`src/rtl/glitch_cmd_sender_if.sv`:
```
// Command request, uart_tx byte and uart_rx byte signals of the glitcher command sender.
interface glitch_cmd_sender_if;
    logic        start_i;
    logic [2:0]  cmd_i;
    logic [15:0] arg_i;
    logic        busy_o;
    logic        done_o;
    logic        hello_ok_o;
    logic        hello_err_o;
    logic [7:0]  tx_data_o;
    logic        tx_en_o;
    logic        tx_busy_i;
    logic [7:0]  rx_data_i;
    logic        rx_valid_i;

    modport slave (
        input  start_i, cmd_i, arg_i, tx_busy_i, rx_data_i, rx_valid_i,
        output busy_o, done_o, hello_ok_o, hello_err_o, tx_data_o, tx_en_o
    );

    modport master (
        output start_i, cmd_i, arg_i, tx_busy_i, rx_data_i, rx_valid_i,
        input  busy_o, done_o, hello_ok_o, hello_err_o, tx_data_o, tx_en_o
    );
endinterface

```
`src/rtl/glitch_cmd_sender.sv`:
```
// Host-side glitcher command encoder: frames one command onto uart_tx and, for 'h',
// checks the "Hello\n" reply arriving on uart_rx.
module glitch_cmd_sender #(
    parameter int unsigned RESP_TIMEOUT = 50000
) (
    input logic                 clk,
    input logic                 rst,
    glitch_cmd_sender_if.slave  bus
);
    localparam int unsigned CntW = $clog2(RESP_TIMEOUT) + 1;
    localparam logic [2:0]  CmdH = 3'd7;

    typedef enum logic [2:0] {
        StIdle, StLoad, StSend, StGuard, StWaitTx, StHelloRx, StFinish
    } state_e;

    state_e          state_q, state_d;
    logic [2:0]      cmd_q, cmd_d;
    logic [15:0]     arg_q, arg_d;
    logic [1:0]      idx_q, idx_d;
    logic [7:0]      tx_data_q, tx_data_d;
    logic            ok_q, ok_d;
    logic            err_q, err_d;
    logic [2:0]      match_q, match_d;
    logic [CntW-1:0] cnt_q, cnt_d;
    logic            tx_en;
    logic            three_byte, two_byte;
    logic [1:0]      last_idx;
    logic [7:0]      frame_byte;

    function automatic logic [7:0] opcode(input logic [2:0] c);
        case (c)
            3'd0:    return 8'h64;
            3'd1:    return 8'h77;
            3'd2:    return 8'h6E;
            3'd3:    return 8'h73;
            3'd4:    return 8'h72;
            3'd5:    return 8'h74;
            3'd6:    return 8'h61;
            default: return 8'h68;
        endcase
    endfunction

    function automatic logic [7:0] hello_byte(input logic [2:0] i);
        case (i)
            3'd0:    return 8'h48;
            3'd1:    return 8'h65;
            3'd2:    return 8'h6C;
            3'd3:    return 8'h6C;
            3'd4:    return 8'h6F;
            default: return 8'h0A;
        endcase
    endfunction

    // d,s,r carry a 16-bit argument; w,n an 8-bit one; t,a,h are opcode only.
    assign three_byte = (cmd_q == 3'd0) || (cmd_q == 3'd3) || (cmd_q == 3'd4);
    assign two_byte   = (cmd_q == 3'd1) || (cmd_q == 3'd2);
    assign last_idx   = three_byte ? 2'd2 : (two_byte ? 2'd1 : 2'd0);

    always_comb begin
        frame_byte = arg_q[7:0];
        case (idx_q)
            2'd0:    frame_byte = opcode(cmd_q);
            2'd1:    frame_byte = three_byte ? arg_q[15:8] : arg_q[7:0];
            default: frame_byte = arg_q[7:0];
        endcase
    end

    always_comb begin
        state_d   = state_q;
        cmd_d     = cmd_q;
        arg_d     = arg_q;
        idx_d     = idx_q;
        tx_data_d = tx_data_q;
        ok_d      = ok_q;
        err_d     = err_q;
        match_d   = match_q;
        cnt_d     = cnt_q;
        tx_en     = 1'b0;
        unique case (state_q)
            StIdle: begin
                if (bus.start_i) begin
                    cmd_d   = bus.cmd_i;
                    arg_d   = bus.arg_i;
                    idx_d   = 2'd0;
                    ok_d    = 1'b0;
                    err_d   = 1'b0;
                    state_d = StLoad;
                end
            end
            StLoad: begin
                tx_data_d = frame_byte;
                state_d   = StSend;
            end
            StSend: begin
                if (!bus.tx_busy_i) begin
                    tx_en   = 1'b1;
                    state_d = StGuard;
                end
            end
            // uart_tx raises busy a cycle after the strobe; do not trust it yet.
            StGuard: state_d = StWaitTx;
            StWaitTx: begin
                if (!bus.tx_busy_i) begin
                    if (idx_q != last_idx) begin
                        idx_d   = idx_q + 2'd1;
                        state_d = StLoad;
                    end else if (cmd_q == CmdH) begin
                        match_d = 3'd0;
                        cnt_d   = '0;
                        state_d = StHelloRx;
                    end else begin
                        state_d = StFinish;
                    end
                end
            end
            StHelloRx: begin
                // A byte arriving on the expiry cycle wins over the timeout.
                if (bus.rx_valid_i) begin
                    if (bus.rx_data_i != hello_byte(match_q)) begin
                        err_d   = 1'b1;
                        state_d = StFinish;
                    end else if (match_q == 3'd5) begin
                        ok_d    = 1'b1;
                        state_d = StFinish;
                    end else begin
                        match_d = match_q + 3'd1;
                    end
                end else if (cnt_q == CntW'(RESP_TIMEOUT - 1)) begin
                    err_d   = 1'b1;
                    state_d = StFinish;
                end else begin
                    cnt_d = cnt_q + 1'b1;
                end
            end
            StFinish: state_d = StIdle;
            default:  state_d = StIdle;
        endcase
    end

    always_ff @(posedge clk) begin
        if (rst) begin
            state_q   <= StIdle;
            cmd_q     <= 3'd0;
            arg_q     <= 16'h0000;
            idx_q     <= 2'd0;
            tx_data_q <= 8'h00;
            ok_q      <= 1'b0;
            err_q     <= 1'b0;
            match_q   <= 3'd0;
            cnt_q     <= '0;
        end else begin
            state_q   <= state_d;
            cmd_q     <= cmd_d;
            arg_q     <= arg_d;
            idx_q     <= idx_d;
            tx_data_q <= tx_data_d;
            ok_q      <= ok_d;
            err_q     <= err_d;
            match_q   <= match_d;
            cnt_q     <= cnt_d;
        end
    end

    assign bus.busy_o      = (state_q != StIdle);
    assign bus.done_o      = (state_q == StFinish);
    assign bus.hello_ok_o  = ok_q;
    assign bus.hello_err_o = err_q;
    assign bus.tx_data_o   = tx_data_q;
    assign bus.tx_en_o     = tx_en;
endmodule
```
`src/flat_wrapper.sv`:
```
// flat-port wrapper written by rule: the top's interface ports become plain ports
module glitch_cmd_sender_flat 
#(
    parameter int unsigned RESP_TIMEOUT = 50000
)
  (clk, rst, bus_start_i, bus_cmd_i, bus_arg_i, bus_tx_busy_i, bus_rx_data_i, bus_rx_valid_i, bus_busy_o, bus_done_o, bus_hello_ok_o, bus_hello_err_o, bus_tx_data_o, bus_tx_en_o);
  glitch_cmd_sender_if bus_i ();
  input logic clk;
  input logic rst;
  input wire logic [$bits(bus_i.start_i)-1:0] bus_start_i;
  input wire logic [$bits(bus_i.cmd_i)-1:0] bus_cmd_i;
  input wire logic [$bits(bus_i.arg_i)-1:0] bus_arg_i;
  input wire logic [$bits(bus_i.tx_busy_i)-1:0] bus_tx_busy_i;
  input wire logic [$bits(bus_i.rx_data_i)-1:0] bus_rx_data_i;
  input wire logic [$bits(bus_i.rx_valid_i)-1:0] bus_rx_valid_i;
  output wire logic [$bits(bus_i.busy_o)-1:0] bus_busy_o;
  output wire logic [$bits(bus_i.done_o)-1:0] bus_done_o;
  output wire logic [$bits(bus_i.hello_ok_o)-1:0] bus_hello_ok_o;
  output wire logic [$bits(bus_i.hello_err_o)-1:0] bus_hello_err_o;
  output wire logic [$bits(bus_i.tx_data_o)-1:0] bus_tx_data_o;
  output wire logic [$bits(bus_i.tx_en_o)-1:0] bus_tx_en_o;
  assign bus_i.start_i = bus_start_i;
  assign bus_i.cmd_i = bus_cmd_i;
  assign bus_i.arg_i = bus_arg_i;
  assign bus_i.tx_busy_i = bus_tx_busy_i;
  assign bus_i.rx_data_i = bus_rx_data_i;
  assign bus_i.rx_valid_i = bus_rx_valid_i;
  assign bus_busy_o = bus_i.busy_o;
  assign bus_done_o = bus_i.done_o;
  assign bus_hello_ok_o = bus_i.hello_ok_o;
  assign bus_hello_err_o = bus_i.hello_err_o;
  assign bus_tx_data_o = bus_i.tx_data_o;
  assign bus_tx_en_o = bus_i.tx_en_o;
  glitch_cmd_sender #(.RESP_TIMEOUT(RESP_TIMEOUT)) u_core (.clk(clk), .rst(rst), .bus(bus_i));
endmodule
```
`config.mk`:
```
export PLATFORM = sky130hd
export DESIGN_NAME = glitch_cmd_sender_flat
export DESIGN_NICKNAME = d
export VERILOG_FILES = /design/src/rtl/glitch_cmd_sender_if.sv /design/src/rtl/glitch_cmd_sender.sv /design/src/flat_wrapper.sv
export SDC_FILE = /design/constraint.sdc
export NUM_CORES = 1
export LEC_CHECK = 0
export CAP_MARGIN = 10
export CORE_AREA = 2 2 79 81
export CTS_CLUSTER_DIAMETER = 200
export CTS_CLUSTER_SIZE = 28
export DETAILED_ROUTE_END_ITERATION = 8
export DIE_AREA = 0 0 81 83
export PLACE_DENSITY = 0.87
export SETUP_SLACK_MARGIN = 0.5
export SYNTH_ARGS = -nofsm -noshare
export SYNTH_HDL_FRONTEND = slang
export SYNTH_SLANG_ARGS = --single-unit
```
`constraint.sdc`:
```
create_clock -name clk -period 3.6 [get_ports clk]
set_clock_uncertainty 0.2 [all_clocks]
set_input_delay 0.72 -clock clk [delete_from_list [all_inputs] [get_ports clk]]
set_output_delay 0.72 -clock clk [all_outputs]
set_load 0.005 [all_outputs]
```
==> results.ini, run 1 <==
[status]
status = complete, no violations

[global_route]
grt_max_degree = 25
grt_pass1_vias = 2467
grt_overflow = 0
grt_usage = 0.204
antenna_found_initial = 0
grt_pass1_wl_um = 11300

[floorplan]
dieArea_mm2 = 0.00672
die_x_um = 81
die_h_um = 83
num_rows = 28
num_io_pins = 45
start_util = 0.504
coreArea_mm2 = 0.00582

[cts]
cts_hold_buffers = 0
clock-sinks = 54
clk_pin_slew_ps = 110
cts_made_buffers = 5
clock_tree.buffer_depth = 2
cts-root-buf = clkbuf_8
clock_latency_ps = 310
cts_setup_buffers = 0
cts_tree = yes
cts_resized = 0
cts_max_level = 2

[worst_setup_path]
cp_max_fo = 5
cp-end-kind = flop
rr_worst_depth = 8
reg2reg_to = u_core.match_q[2]$_SDFFE_PP0P_
start_kind = primary input
cp-startpoint = bus_rx_data_i[0]
reg2reg_from = u_core.match_q[1]$_SDFFE_PP0P_
required_ps = 3640
worstPathArrival_ps = 3020
r2r_slack_ps = 670
critPathKind = primary input to flop

[power]
seqPwrFrac = 0.539
total_power_mw = 1.26
p_sw_mw = 0.366
max-vdd-ir-drop_mv = 0.266
swShare = 0.290
pwr-share-clk = 0.280
p_leak_nw = 1.20
p_comb_frac = 0.181
intPower_mw = 0.895
powerDensity_mw_per_mm2 = 361

[synthesis]
synth_edf_count = 0
synth_cell_type_count = 57
synth_fp_nets = 418
syn_avg_cell_area_um2 = 7.72
synthFlopType = dfxtp_1
ys_ff_latch = 54
ys_async_sr_fraction = 0
seq_area_frac_synth = 0.369
ys_warn_count = 0
syn_area_mm2 = 0.00293
netlist_instances = 380

[sta]
drv_slew = 0
worst_pin_slew_ps = 1030
rsz0062_at_grt = no
maxSlewHeadroom = 0.307
fin_ws_ps = 614
hold_viol = 0
holdWs_ps = 263
setup_viol = 0
fin_setup_tns_ps = 0
period_share = 0.829
fmax_ghz = 0.335
fin_crit_ps = 2990

[min_path]
worstHoldPathCells = 2
hold_path.startpoint = u_core.arg_q[14]$_SDFFE_PP0P_
min_path_type = flop to flop
hold_end = u_core.arg_q[14]$_SDFFE_PP0P_

[drt]
wire_per_inst_um = 13.5
drt-initial-drc-count = 107
ant_nets = 0
drt_wl_total_um = 6550
vias = 2719
via_per_inst = 5.61
drt-pass1-iter-count = 4
post-route-drc-count = 0

[cells_and_area]
final_util = 0.601
antennaDiodeCount = 0
num-fill-cells = 544
final_area_mm2 = 0.00349
syn_to_final_growth_pct = 19.1
fin_nets = 447
final_cells = 485
drive_gt1_frac = 0.0512

[placement]
placed_area_mm2 = 0.00338
dpl.hpwl_um = 4640
place.gp.congestion = 0.824
dpl_worst_slack_ps = 296
dpl.cell_count = 477
io_buffer_count = 44

[job]
maxCapViolCount = 0

[critical path, stage by stage]
cell and delay, ps:
clkdlybuf4s50_1 460, or4_1 560, o22ai_2 160, a32oi_2 100, or4b_4 570, or3_1 320, a21oi_1 130
[cells in the final DEF (no fill, tap or decap), drive strengths merged, types with 10 or more instances in the layout]
master         instances
xnor2                 17
nor2                  39
nor3                  10
dfxtp                 54
clkdlybuf4s50         44
inv                   10
a211oi                10
a21oi                 43
nand3                 12
nand2                 63
[synth_stat cells, types with 6 or more instances]
| cell | count | area, um^2 |
|---|---|---|
| ha_1 | 6 | 75.1 |
| clkbuf_1 | 22 | 82.6 |
| nand3_1 | 12 | 60.1 |
| nand2_1 | 63 | 236 |
| a211oi_1 | 10 | 75.1 |
| dfxtp_1 | 54 | 1080 |
| a21oi_1 | 43 | 215 |
| xnor2_1 | 17 | 149 |
| inv_1 | 10 | 37.5 |
| nor3_1 | 10 | 50.1 |
| nor2_1 | 39 | 146 |
[power groups by stage]
| stage | registers (mW) | clock network [mW] | logic [mW] |
|---|---|---|---|
| final | 0.680 | 0.353 | 0.228 |
| after global routing | 0.686 | 0.382 | 0.260 |
| after CTS | 0.679 | 0.360 | 0.230 |
| after detailed placement | 0.692 | 0 | 0.229 |
| after global placement | 0.691 | 0 | 0.223 |
| after floorplan | 0.668 | 0 | 0.147 |
[cells by family after synthesis]
family,after synthesis,share of synthesized area
flops,54,0.369
buf+inv,34,0.0461
xor+xnor,19,0.0567
mux,6,0.0222
compound gates,85,0.177
simple gates,176,0.303
fa+ha+maj,6,0.0256
[final cells by class]
type	instances	area, um^2	area share
multi-input combinational	292	1730	0.495
sequential	54	1080	0.309
timing repair buffer	46	455	0.130
tap	75	93.8	0.0269
clock buffer	5	68.8	0.0197
inverter	10	37.5	0.0107
clock inverter	3	26.3	0.00752
[worst max-delay path by stage]
stage                                                 to  cells past startpoint  slack (ps)
final                     u_core.match_q[2]$_SDFFE_PP0P_                      7         610
after detailed placement  u_core.match_q[2]$_SDFFE_PP0P_                      7         300
after global placement    u_core.match_q[2]$_SDFFE_PP0P_                      7         350
after floorplan           u_core.match_q[2]$_SDFFE_PP0P_                      6         890
after global routing        u_core.cnt_q[6]$_SDFFE_PP0P_                      7         510
after CTS                 u_core.match_q[2]$_SDFFE_PP0P_                      7         620
[routing by layer]
metal / GRT usage / routed length (um) / up-vias
met3: 0.0435 / 334 / 6
li1: - / - / 1389
met4: 0.0431 / 55 / 0
met5: 0 / 0 / -
met2: 0.346 / 3130 / 65
met1: 0.264 / 3020 / 1259
[state kept, by name (all words and copies together), names as in the netlist]
signal / flops
u_core.bus.hello_err_o: 1
u_core.bus.tx_data_o: 8
u_core.idx_q: 2
u_core.bus.hello_ok_o: 1
u_core.arg_q: 16
u_core.cnt_q: 17
u_core.state_q: 3
u_core.cmd_q: 3
u_core.match_q: 3
Power figures use the tool's default switching activity.
==> run 2, diff against run 1 <==
--- a/config.mk
+++ b/config.mk
@@ -6,11 +6,11 @@
 export NUM_CORES = 1
 export LEC_CHECK = 0
 export CAP_MARGIN = 10
-export CORE_AREA = 2 2 79 81
+export CORE_AREA = 2 2 81 83
 export CTS_CLUSTER_DIAMETER = 200
 export CTS_CLUSTER_SIZE = 28
 export DETAILED_ROUTE_END_ITERATION = 8
-export DIE_AREA = 0 0 81 83
+export DIE_AREA = 0 0 83 85
 export PLACE_DENSITY = 0.87
 export SETUP_SLACK_MARGIN = 0.5
 export SYNTH_ARGS = -nofsm -noshare
==> constraint.sdc (replaced) <==
create_clock -name clk -period 2.67 [get_ports clk]
set_clock_uncertainty 0.2 [all_clocks]
set_input_delay 0.534 -clock clk [delete_from_list [all_inputs] [get_ports clk]]
set_output_delay 0.534 -clock clk [all_outputs]
set_load 0.005 [all_outputs]
==> run 2 against run 1 <==
Global-route usage fell by 0.32 points. Hold slack got worse by 5.4 ps. Critical path depth did not move. Critical endpoint unchanged. Setup slack got worse by 510 ps. First-iteration DRC count rose by 140%. Largest power group unchanged. Register-to-register slack got worse by 540 ps. Combinational power rose by 62%.
==> results.ini, run 2 (synthesized netlist as in run 1, its figures left out) <==
[drt]
vias = 2985  ; +9.8%
drt-pass1-iter-count = 4  ; unchanged
drt-initial-drc-count = 260  ; +140%
post-route-drc-count = 0  ; unchanged
drt_wl_total_um = 7670  ; +17%
ant_nets = 0  ; unchanged
via_per_inst = 5.69  ; +1.4%
wire_per_inst_um = 14.6  ; +8.2%

[cells_and_area]
antennaDiodeCount = 0  ; unchanged
regArea_mm2 = 0.00111  ; +2.4%
final_cells = 525  ; +8.2%
num-fill-cells = 508  ; -6.6%
drive_gt1_frac = 0.221  ; +0.170
regMostFlops = u_core.cnt_q
final_common_cell = nand2_1
most-common-layout-cells = nand2_1 (62), dfxtp_1 (41), a21oi_1 (40), nor2_1 (38)
final_util = 0.642  ; +0.0412
largest_reg_flops = 17  ; unchanged
multi_input_area_mm2 = 0.00190  ; +9.6%
fin_nets = 486  ; +8.7%
syn_to_final_growth_pct = 35.8

[global_route]
grt_overflow = 0  ; unchanged
grt_pass1_vias = 2755  ; +12%
grt_max_degree = 27  ; +8.0%
antenna_found_initial = 0  ; unchanged
grt_pass1_wl_um = 12100  ; +6.8%
grt_usage = 0.201  ; -0.00321

[placement]
place.gp.congestion = 0.829  ; +0.62%
dpl.hpwl_um = 5060  ; +8.9%
io_buffer_count = 44  ; unchanged
dpl_worst_slack_ps = -363  ; -659 ps
dpl.cell_count = 499  ; +4.6%

[sta]
setup_viol = 0  ; unchanged
rsz0062_at_grt = yes
drv_slew = 0  ; unchanged
fin_ws_ps = 105  ; -509 ps
period_share = 0.961
fmax_ghz = 0.390
hold_viol = 0  ; unchanged
fin_crit_ps = 2570
maxSlewHeadroom = 0.723  ; +0.416
worst_pin_slew_ps = 414  ; -618 ps

[floorplan]
die_x_um = 83  ; +2.5%
num_io_pins = 45  ; unchanged
start_util = 0.473  ; -0.0316
dieArea_mm2 = 0.00706  ; +4.9%
coreArea_mm2 = 0.00620  ; +6.7%
die_h_um = 85  ; +2.4%
num_rows = 29  ; +3.6%

[cts]
clk_pin_slew_ps = 100  ; about the same
cts_made_buffers = 5  ; unchanged
clock_latency_ps = 310  ; about the same
cts_max_level = 2  ; unchanged
cts-root-buf = clkbuf_8
clock-sinks = 54  ; unchanged
cts_tree = yes
clock_tree.buffer_depth = 2  ; unchanged

[job]
maxCapViolCount = 0  ; unchanged

[worst_setup_path]
cp-end-kind = flop
critPathKind = primary input to flop
cp_max_fo = 2  ; -3
start_kind = primary input
worstPathArrival_ps = 2610  ; -410 ps
required_ps = 2710  ; -930 ps

[power]
p_leak_nw = 1.47  ; +22%
powerDensity_mw_per_mm2 = 431  ; +19%
max-vdd-ir-drop_mv = 0.282  ; +6.3%

[status]
status = complete, no violations

[min_path]
min_path_type = flop to flop

run 2: cell count changes in the layout (fill, tap and decap cells not counted), sizes merged:
cell | previous run | this run
buf | 2 | 41
dlygate4sd2 | 0 | 9
clkinv | 3 | 1
clkdlybuf4s50 | 44 | 35
inv | 10 | 11
run 2: final cells by class:
cell class / count / area share
flip-flops and latches: 54 / 0.278
multi-input cells: 292 / 0.476
clock inverters: 2 / 0.00346
repair buffers: 85 / 0.191
well taps: 77 / 0.0242
clock buffers: 5 / 0.0173
inverters: 10 / 0.0101
run 2: timing repair:
item                       in CTS  in global routing
buffers inserted               13                  6
setup endpoints to repair      26                 28
pin swaps                      11                 19
resized for setup              30                 28
hold buffers                    0                  0
run 2: final timing paths:
path                                        from                              to  slack [ps]  depth (start not counted)
setup / recovery                bus_rx_data_i[2]  u_core.match_q[2]$_SDFFE_PP0P_         100                          7
hold / removal     u_core.arg_q[13]$_SDFFE_PP0P_   u_core.arg_q[13]$_SDFFE_PP0P_         260                          2
setup reg to reg  u_core.match_q[1]$_SDFFE_PP0P_  u_core.match_q[2]$_SDFFE_PP0P_         130                          8
hold reg to reg    u_core.arg_q[13]$_SDFFE_PP0P_   u_core.arg_q[13]$_SDFFE_PP0P_         260                          2
run 2: routing by layer:
metal / wire length, um / part of all wire / vias up / track usage
met5: 0 / 0 / - / 0
met3: 362 / 0.047 / 13 / 0.0340
met1: 3190 / 0.42 / 1412 / 0.232
met2: 3980 / 0.52 / 93 / 0.378
li1: - / - / 1467 / -
met4: 136 / 0.018 / 0 / 0.0641
run 2: report_power, final:
part	switching [mW]	internal, mW
combinational	0.183	0.186
clock	0.268	0.182
sequential	0.0409	0.856
total	0.492	1.22
run 2: per-stage QoR:
stage	instance area, um^2	hold WS, ps	setup TNS, ps	total power, mW
finish	3980	257	0	1.72
global route	3980	280	0	1.80
CTS	3850	262	0	1.71
detailed placement	3570	248	-931	1.26
global placement	3570	244	-688	1.25
floorplan	2970	236	0	1.10
run 2: critical path: stages:
cell and delay, ps:
dlygate4sd2_1 240, or4_1 530, o22ai_1 150, a32oi_1 110, or4b_4 590, or3_1 330, a21oi_1 120
